$ cat config.mk
export PLATFORM = sky130hd
export DESIGN_NAME = fb_flip_scheduler_flat
export DESIGN_NICKNAME = d
export VERILOG_FILES = /design/src/rtl/fb_flip_if.sv /design/src/rtl/fb_flip_scheduler.sv /design/src/flat_wrapper.sv
export SDC_FILE = /design/constraint.sdc
export NUM_CORES = 1
export LEC_CHECK = 0
export BUFFER_PORTS_ARGS = -buffer_cell sky130_fd_sc_hd__buf_2
export CORE_MARGIN = 3
export CORE_UTILIZATION = 30
export CTS_CLUSTER_SIZE = 12
export DETAILED_ROUTE_END_ITERATION = 8
export MAX_ROUTING_LAYER = met4
export SKIP_CTS_REPAIR_TIMING = 1
export SLEW_MARGIN = 25
export SYNTH_ARGS = -nofsm -noshare
export SYNTH_HDL_FRONTEND = slang
export SYNTH_SLANG_ARGS = --single-unit
export TNS_END_PERCENT = 100
$ cat constraint.sdc
create_clock -name clk -period 2.14 [get_ports clk]
set_input_delay 0.321 -clock clk [delete_from_list [all_inputs] [get_ports clk]]
set_output_delay 0.321 -clock clk [all_outputs]
set_load 0.01 [all_outputs]
$ cat src/rtl/fb_flip_if.sv
// Flip-request and base-update handshakes between the register side,
// the flip scheduler and the framebuffer DMA configuration port.
interface fb_flip_if #(
    parameter int unsigned ADDR_W = 32
) ();
    logic              req_valid_i;
    logic              req_ready_o;
    logic [ADDR_W-1:0] req_base_i;
    logic              upd_valid_o;
    logic              upd_ready_i;
    logic [ADDR_W-1:0] upd_base_o;

    // Scheduler side
    modport slave (
        input  req_valid_i,
        input  req_base_i,
        input  upd_ready_i,
        output req_ready_o,
        output upd_valid_o,
        output upd_base_o
    );

    // Requester / DMA side
    modport master (
        output req_valid_i,
        output req_base_i,
        output upd_ready_i,
        input  req_ready_o,
        input  upd_valid_o,
        input  upd_base_o
    );
endinterface

$ cat src/rtl/fb_flip_scheduler.sv
// Page-flip scheduler: queues framebuffer base flips and releases each one to the
// DMA configuration handshake only on a frame boundary (or immediately when idle).
module fb_flip_scheduler #(
    parameter int unsigned       DEPTH      = 2,
    parameter int unsigned       ADDR_W     = 32,
    parameter logic [ADDR_W-1:0] RESET_BASE = '0
) (
    input  logic              clk,
    input  logic              rst,
    fb_flip_if.slave          bus,
    input  logic              immediate_i,
    input  logic              framefinish_i,
    input  logic              irq_clr_i,
    output logic [ADDR_W-1:0] cur_base_o,
    output logic              flip_done_o,
    output logic              irq_o,
    output logic [2:0]        pending_o,
    output logic [15:0]       missed_o
);

    localparam int unsigned PTR_W  = (DEPTH > 1) ? $clog2(DEPTH) : 1;
    localparam int unsigned CNT_W  = 3;
    localparam int unsigned MISS_W = 16;

    localparam logic [CNT_W-1:0]  DEPTH_C  = CNT_W'(DEPTH);
    localparam logic [PTR_W-1:0]  LAST_PTR = PTR_W'(DEPTH - 1);
    localparam logic [MISS_W-1:0] MISS_MAX = '1;

    typedef enum logic [1:0] {
        S_IDLE   = 2'd0,
        S_ARMED  = 2'd1,
        S_UPDATE = 2'd2
    } state_t;

    state_t state_q, state_d;

    logic [ADDR_W-1:0] mem [DEPTH];
    logic [PTR_W-1:0]  wr_ptr_q, wr_ptr_d;
    logic [PTR_W-1:0]  rd_ptr_q, rd_ptr_d;
    logic [CNT_W-1:0]  count_q, count_d;
    logic              ready_q, ready_d;
    logic              upd_valid_q, upd_valid_d;
    logic [ADDR_W-1:0] upd_base_q, upd_base_d;
    logic [ADDR_W-1:0] cur_base_q, cur_base_d;
    logic              done_q, done_d;
    logic              irq_q, irq_d;
    logic [MISS_W-1:0] missed_q, missed_d;

    logic push;
    logic pop;
    logic handshake;

    function automatic logic [PTR_W-1:0] ptr_inc(input logic [PTR_W-1:0] p);
        return (p == LAST_PTR) ? '0 : p + PTR_W'(1);
    endfunction

    // State and output registers
    always_ff @(posedge clk) begin
        if (rst) begin
            state_q     <= S_IDLE;
            wr_ptr_q    <= '0;
            rd_ptr_q    <= '0;
            count_q     <= '0;
            ready_q     <= 1'b1;
            upd_valid_q <= 1'b0;
            upd_base_q  <= '0;
            cur_base_q  <= RESET_BASE;
            done_q      <= 1'b0;
            irq_q       <= 1'b0;
            missed_q    <= '0;
        end else begin
            state_q     <= state_d;
            wr_ptr_q    <= wr_ptr_d;
            rd_ptr_q    <= rd_ptr_d;
            count_q     <= count_d;
            ready_q     <= ready_d;
            upd_valid_q <= upd_valid_d;
            upd_base_q  <= upd_base_d;
            cur_base_q  <= cur_base_d;
            done_q      <= done_d;
            irq_q       <= irq_d;
            missed_q    <= missed_d;
        end
    end

    // Queue storage needs no reset: occupancy is tracked by count_q
    always_ff @(posedge clk) begin
        if (push) begin
            mem[wr_ptr_q] <= bus.req_base_i;
        end
    end

    // Next-state and next-output logic
    always_comb begin
        state_d     = state_q;
        wr_ptr_d    = wr_ptr_q;
        rd_ptr_d    = rd_ptr_q;
        count_d     = count_q;
        upd_valid_d = upd_valid_q;
        upd_base_d  = upd_base_q;
        cur_base_d  = cur_base_q;
        missed_d    = missed_q;
        pop         = 1'b0;
        handshake   = 1'b0;
        push        = bus.req_valid_i & ready_q;

        case (state_q)
            S_IDLE: begin
                // Frame pulses are ignored here; a push arms for the next frame
                if (push || (count_q != '0)) begin
                    state_d = S_ARMED;
                end
            end
            S_ARMED: begin
                if (framefinish_i || immediate_i) begin
                    pop         = 1'b1;
                    upd_base_d  = mem[rd_ptr_q];
                    upd_valid_d = 1'b1;
                    state_d     = S_UPDATE;
                end
            end
            S_UPDATE: begin
                if (framefinish_i && (missed_q != MISS_MAX)) begin
                    missed_d = missed_q + MISS_W'(1);
                end
                if (bus.upd_ready_i) begin
                    handshake   = 1'b1;
                    upd_valid_d = 1'b0;
                    cur_base_d  = upd_base_q;
                    state_d     = (push || (count_q != '0)) ? S_ARMED : S_IDLE;
                end
            end
            default: begin
                state_d     = S_IDLE;
                upd_valid_d = 1'b0;
            end
        endcase

        if (push) begin
            wr_ptr_d = ptr_inc(wr_ptr_q);
        end
        if (pop) begin
            rd_ptr_d = ptr_inc(rd_ptr_q);
        end

        case ({push, pop})
            2'b10:   count_d = count_q + CNT_W'(1);
            2'b01:   count_d = count_q - CNT_W'(1);
            default: count_d = count_q;
        endcase

        ready_d = (count_d != DEPTH_C);
        done_d  = handshake;
        // Set (handshake or the done pulse itself) wins over a clear
        irq_d   = handshake | done_q | (irq_q & ~irq_clr_i);
    end

    assign bus.req_ready_o = ready_q;
    assign bus.upd_valid_o = upd_valid_q;
    assign bus.upd_base_o  = upd_base_q;
    assign cur_base_o      = cur_base_q;
    assign flip_done_o     = done_q;
    assign irq_o           = irq_q;
    assign pending_o       = count_q;
    assign missed_o        = missed_q;

endmodule

$ cat src/flat_wrapper.sv
// flat-port wrapper written by rule: the top's interface ports become plain ports
module fb_flip_scheduler_flat 
#(
    parameter int unsigned       DEPTH      = 2,
    parameter int unsigned       ADDR_W     = 32,
    parameter logic [ADDR_W-1:0] RESET_BASE = '0
)
  (clk, rst, immediate_i, framefinish_i, irq_clr_i, cur_base_o, flip_done_o, irq_o, pending_o, missed_o, bus_req_valid_i, bus_req_base_i, bus_upd_ready_i, bus_req_ready_o, bus_upd_valid_o, bus_upd_base_o);
  fb_flip_if #(.ADDR_W(ADDR_W)) bus_i ();
  input  logic clk;
  input  logic rst;
  input  logic immediate_i;
  input  logic framefinish_i;
  input  logic irq_clr_i;
  output logic [ADDR_W-1:0] cur_base_o;
  output logic flip_done_o;
  output logic irq_o;
  output logic [2:0] pending_o;
  output logic [15:0] missed_o;
  input wire logic [$bits(bus_i.req_valid_i)-1:0] bus_req_valid_i;
  input wire logic [$bits(bus_i.req_base_i)-1:0] bus_req_base_i;
  input wire logic [$bits(bus_i.upd_ready_i)-1:0] bus_upd_ready_i;
  output wire logic [$bits(bus_i.req_ready_o)-1:0] bus_req_ready_o;
  output wire logic [$bits(bus_i.upd_valid_o)-1:0] bus_upd_valid_o;
  output wire logic [$bits(bus_i.upd_base_o)-1:0] bus_upd_base_o;
  assign bus_i.req_valid_i = bus_req_valid_i;
  assign bus_i.req_base_i = bus_req_base_i;
  assign bus_i.upd_ready_i = bus_upd_ready_i;
  assign bus_req_ready_o = bus_i.req_ready_o;
  assign bus_upd_valid_o = bus_i.upd_valid_o;
  assign bus_upd_base_o = bus_i.upd_base_o;
  fb_flip_scheduler #(.DEPTH(DEPTH), .ADDR_W(ADDR_W), .RESET_BASE(RESET_BASE)) u_core (.clk(clk), .rst(rst), .bus(bus_i), .immediate_i(immediate_i), .framefinish_i(framefinish_i), .irq_clr_i(irq_clr_i), .cur_base_o(cur_base_o), .flip_done_o(flip_done_o), .irq_o(irq_o), .pending_o(pending_o), .missed_o(missed_o));
endmodule
==> results.yml <==
timing:
  worst_hold_slack_ns: 0.0966
  worst_pin_slew_ns: 0.673
  slew_headroom_pct: 55.1
  hold_viol_final: 0
  fin_crit_ns: 1.98
  period_share_pct: 92.4
  max_freq_ghz: 0.506
  rsz0062_at_grt: "no"
  report.final.slew_viol_count: 0
  skew_ns: 0.0109
  finalSetupTns_ns: 0
  setup_violations: 0
yosys:
  synth_nets: 539
  synthCells: 497
  syn-cell-area_um2: 5710
  synth-warning-count: 0
  synth_area_leader_cell: "edfxtp_1"
  synthTopCellsByCount: "dfxtp_1 (91), nand2_1 (72), edfxtp_1 (64)"
  ys_ff_latch: 155
  synth_top_flop_cell: "dfxtp_1"
  synth_top_area_share_pct: 33.7
  ys_seq_area_share_pct: 65.6
  yosysMostFrequentCell: "dfxtp_1"
  synthDistinctLibCells: 38
  synth_edf_count: 64
  async_flop_share_pct: 0
  synthTopCellsByArea: "edfxtp_1 (34%), dfxtp_1 (32%), mux2i_1 (5.8%), nand2_1 (4.7%), a211oi_1 (4.5%)"
  avgSynthCellArea_um2: 11.5
detailed_routing:
  drcViolationCount: 0
  drtIter0Drc: 196
  vias: 4173
  wl_per_cell_um: 15.4
  viasPerCell: 4.82
  ant_nets: 0
  dr.pass1.iters: 5
  totalWireLength_um: 13400
placement:
  io_buffers: 125
  routabilityCongestion: 0.798
  place_inst: 832
  hpwlAfterDp_um: 8930
clock_network:
  clock_sinks: 155
  numCtsBuffers: 17
  cts_buffer_depth: 2
  cts.reportedPaths.clkPinSlew_ns: 0.06
  clk_root_buffer_cell: "clkbuf_16"
  insertion_delay_ns: 0.41
  htree_levels: 4
  cts_tree: "yes"
floorplanning:
  io_pins: 126
  die_h_um: 144
  std_cell_rows: 49
  die_area_um2: 20700
  initial_core_util_pct: 31.1
  die_w_um: 144
  core_area_um2: 18300
setup_path:
  cp-end-kind: "flop"
  worstSetupPathType: "flop to flop"
  path_buf_inv: 0
  critPathLaunchType: "flop"
  ff2ff_path_depth: 5
  path_cells: "ha_1 -> nand4_2 -> or3_4 -> or4_1 -> a21oi_1"
  r2r-start: "u_core.missed_o[0]$_SDFFE_PP0P_"
  crit_family: "simple AND/OR/NAND/NOR gates"
  reg2reg_slack_ns: 0.16
  r2r-end: "u_core.missed_o[14]$_SDFFE_PP0P_"
  path_max_fanout: 8
  cp.arrival_ns: 2.31
  cp.required_ns: 2.48
  cp_slowest_stage_delay_ns: 0.47
  crit_slowest_cell: "or4_1"
pwr:
  finalPower_mw: 8.09
  comb_power_share_pct: 16.7
  clockPowerShare_pct: 37.5
  pwr-share-seq_pct: 45.8
  power_density_nw_per_um2: 1110
  power.leakage_nw: 2.78
  switchingPower_mw: 2.19
  p_int_mw: 5.90
  switching_share_pct: 27.0
  irDropWorstVdd_mv: 0.510
global_route:
  antenna_found_initial: 2
  grt_max_degree: 67
  grtUsageTotal_pct: 13.4
  grt_pass1_vias: 4136
  grt_pass1_wl_um: 21200
  grt_overflow: 0
final_layout:
  final_cells: 866
  fillCellCount: 1758
  nNetsFinal: 664
  drive_above_1_share_pct: 28.8
  utilization_pct: 39.6
  syn2layout_area_growth_pct: 27.3
hold_path:
  min_path_cells: 1
  hold_path_class: "input pin to flop"
  min_to: "u_core.mem[1][17]$_DFFE_PP_"
  holdCritStartpoint: "bus_req_base_i[17]"
job:
  cap_violations: 0
outcome:
  status: "complete, no violations"
[placed cells by master (no fill, tap or decap), drive strengths merged, types with 4 or more instances in the layout]
cell type / count
mux2i: 33
a21oi: 47
nand3: 7
nand2: 72
nor2b: 7
nor2: 44
clkinv: 7
a211oi: 34
or4: 6
inv: 8
o21ai: 4
clkbuf: 23
nand4: 4
nor4: 4
edfxtp: 64
mux2: 4
or3: 4
dfxtp: 91
buf: 137
o31ai: 5
[worst max path at each step]
stage / from / end / depth (start not counted)
finish: u_core.missed_o[0]$_SDFFE_PP0P_ / u_core.missed_o[14]$_SDFFE_PP0P_ / 5
detailed placement: immediate_i / u_core.pending_o[2]$_SDFF_PP0_ / 8
CTS: u_core.missed_o[0]$_SDFFE_PP0P_ / u_core.missed_o[12]$_SDFFE_PP0P_ / 5
global route: u_core.missed_o[0]$_SDFFE_PP0P_ / u_core.missed_o[14]$_SDFFE_PP0P_ / 5
floorplan: immediate_i / u_core.pending_o[2]$_SDFF_PP0_ / 9
global placement: immediate_i / u_core.pending_o[2]$_SDFF_PP0_ / 8
[layout make-up]
class | instances | area, um2 | share of cell area, %
Sequential cell | 155 | 3740 | 51.5
Multi-Input combinational cell | 304 | 1850 | 25.5
Timing Repair Buffer | 137 | 743 | 10.2
Clock buffer | 23 | 532 | 7.32
Tap cell | 229 | 287 | 3.94
Clock inverter | 9 | 78.8 | 1.08
Inverter | 7 | 26.3 | 0.362
Antenna cell | 2 | 5.00 | 0.0689
[registers in the layout, indices dropped and copies added (netlist names)]
name,flops
u_core.mem,64
u_core.bus.upd_valid_o,1
u_core.bus.upd_base_o,32
u_core.state_q,2
u_core.bus.req_ready_o,1
u_core.flip_done_o,1
u_core.rd_ptr_q,1
u_core.cur_base_o,32
u_core.wr_ptr_q,1
u_core.pending_o,3
u_core.missed_o,16
u_core.irq_o,1
[stage by stage]
stage	area, um2	setup WS, ns
detailed placement	6650	0.0980
global placement	6650	0.153
global route	7270	0.00237
finish	7270	0.163
floorplan	5730	-0.0543
CTS	7260	0.0944
[power by group through the flow]
stage	Clock, mW	Sequential, mW	Combinational [mW]
finish	3.03	3.71	1.35
global route	3.22	3.75	1.51
CTS	3.12	3.71	1.39
detailed placement	0	3.77	1.39
global placement	0	3.75	1.35
floorplan	0	3.80	0.796
[cells by family after synthesis]
family                     count (synthesis)  share of synthesized area, %
AOI/OAI and AO/OA                        101                          11.1
xor gates and xnor gates                   3                         0.461
adders and majority gates                  3                         0.789
buffers and inverters                     38                          2.57
DFF                                      155                          65.6
muxes                                     37                          6.58
and+or+nand+nor                          160                          12.9
[metal layers]
metal  share of wire, %  vias up  global-route usage [%]
met4                2.0        0                    5.50
met2                 49      121                    22.0
met3                5.3       27                    3.06
met1                 43     1975                    16.0
met5                  0        -                       -
li1                   -     2050                       -
Power figures use the tool's default switching activity.
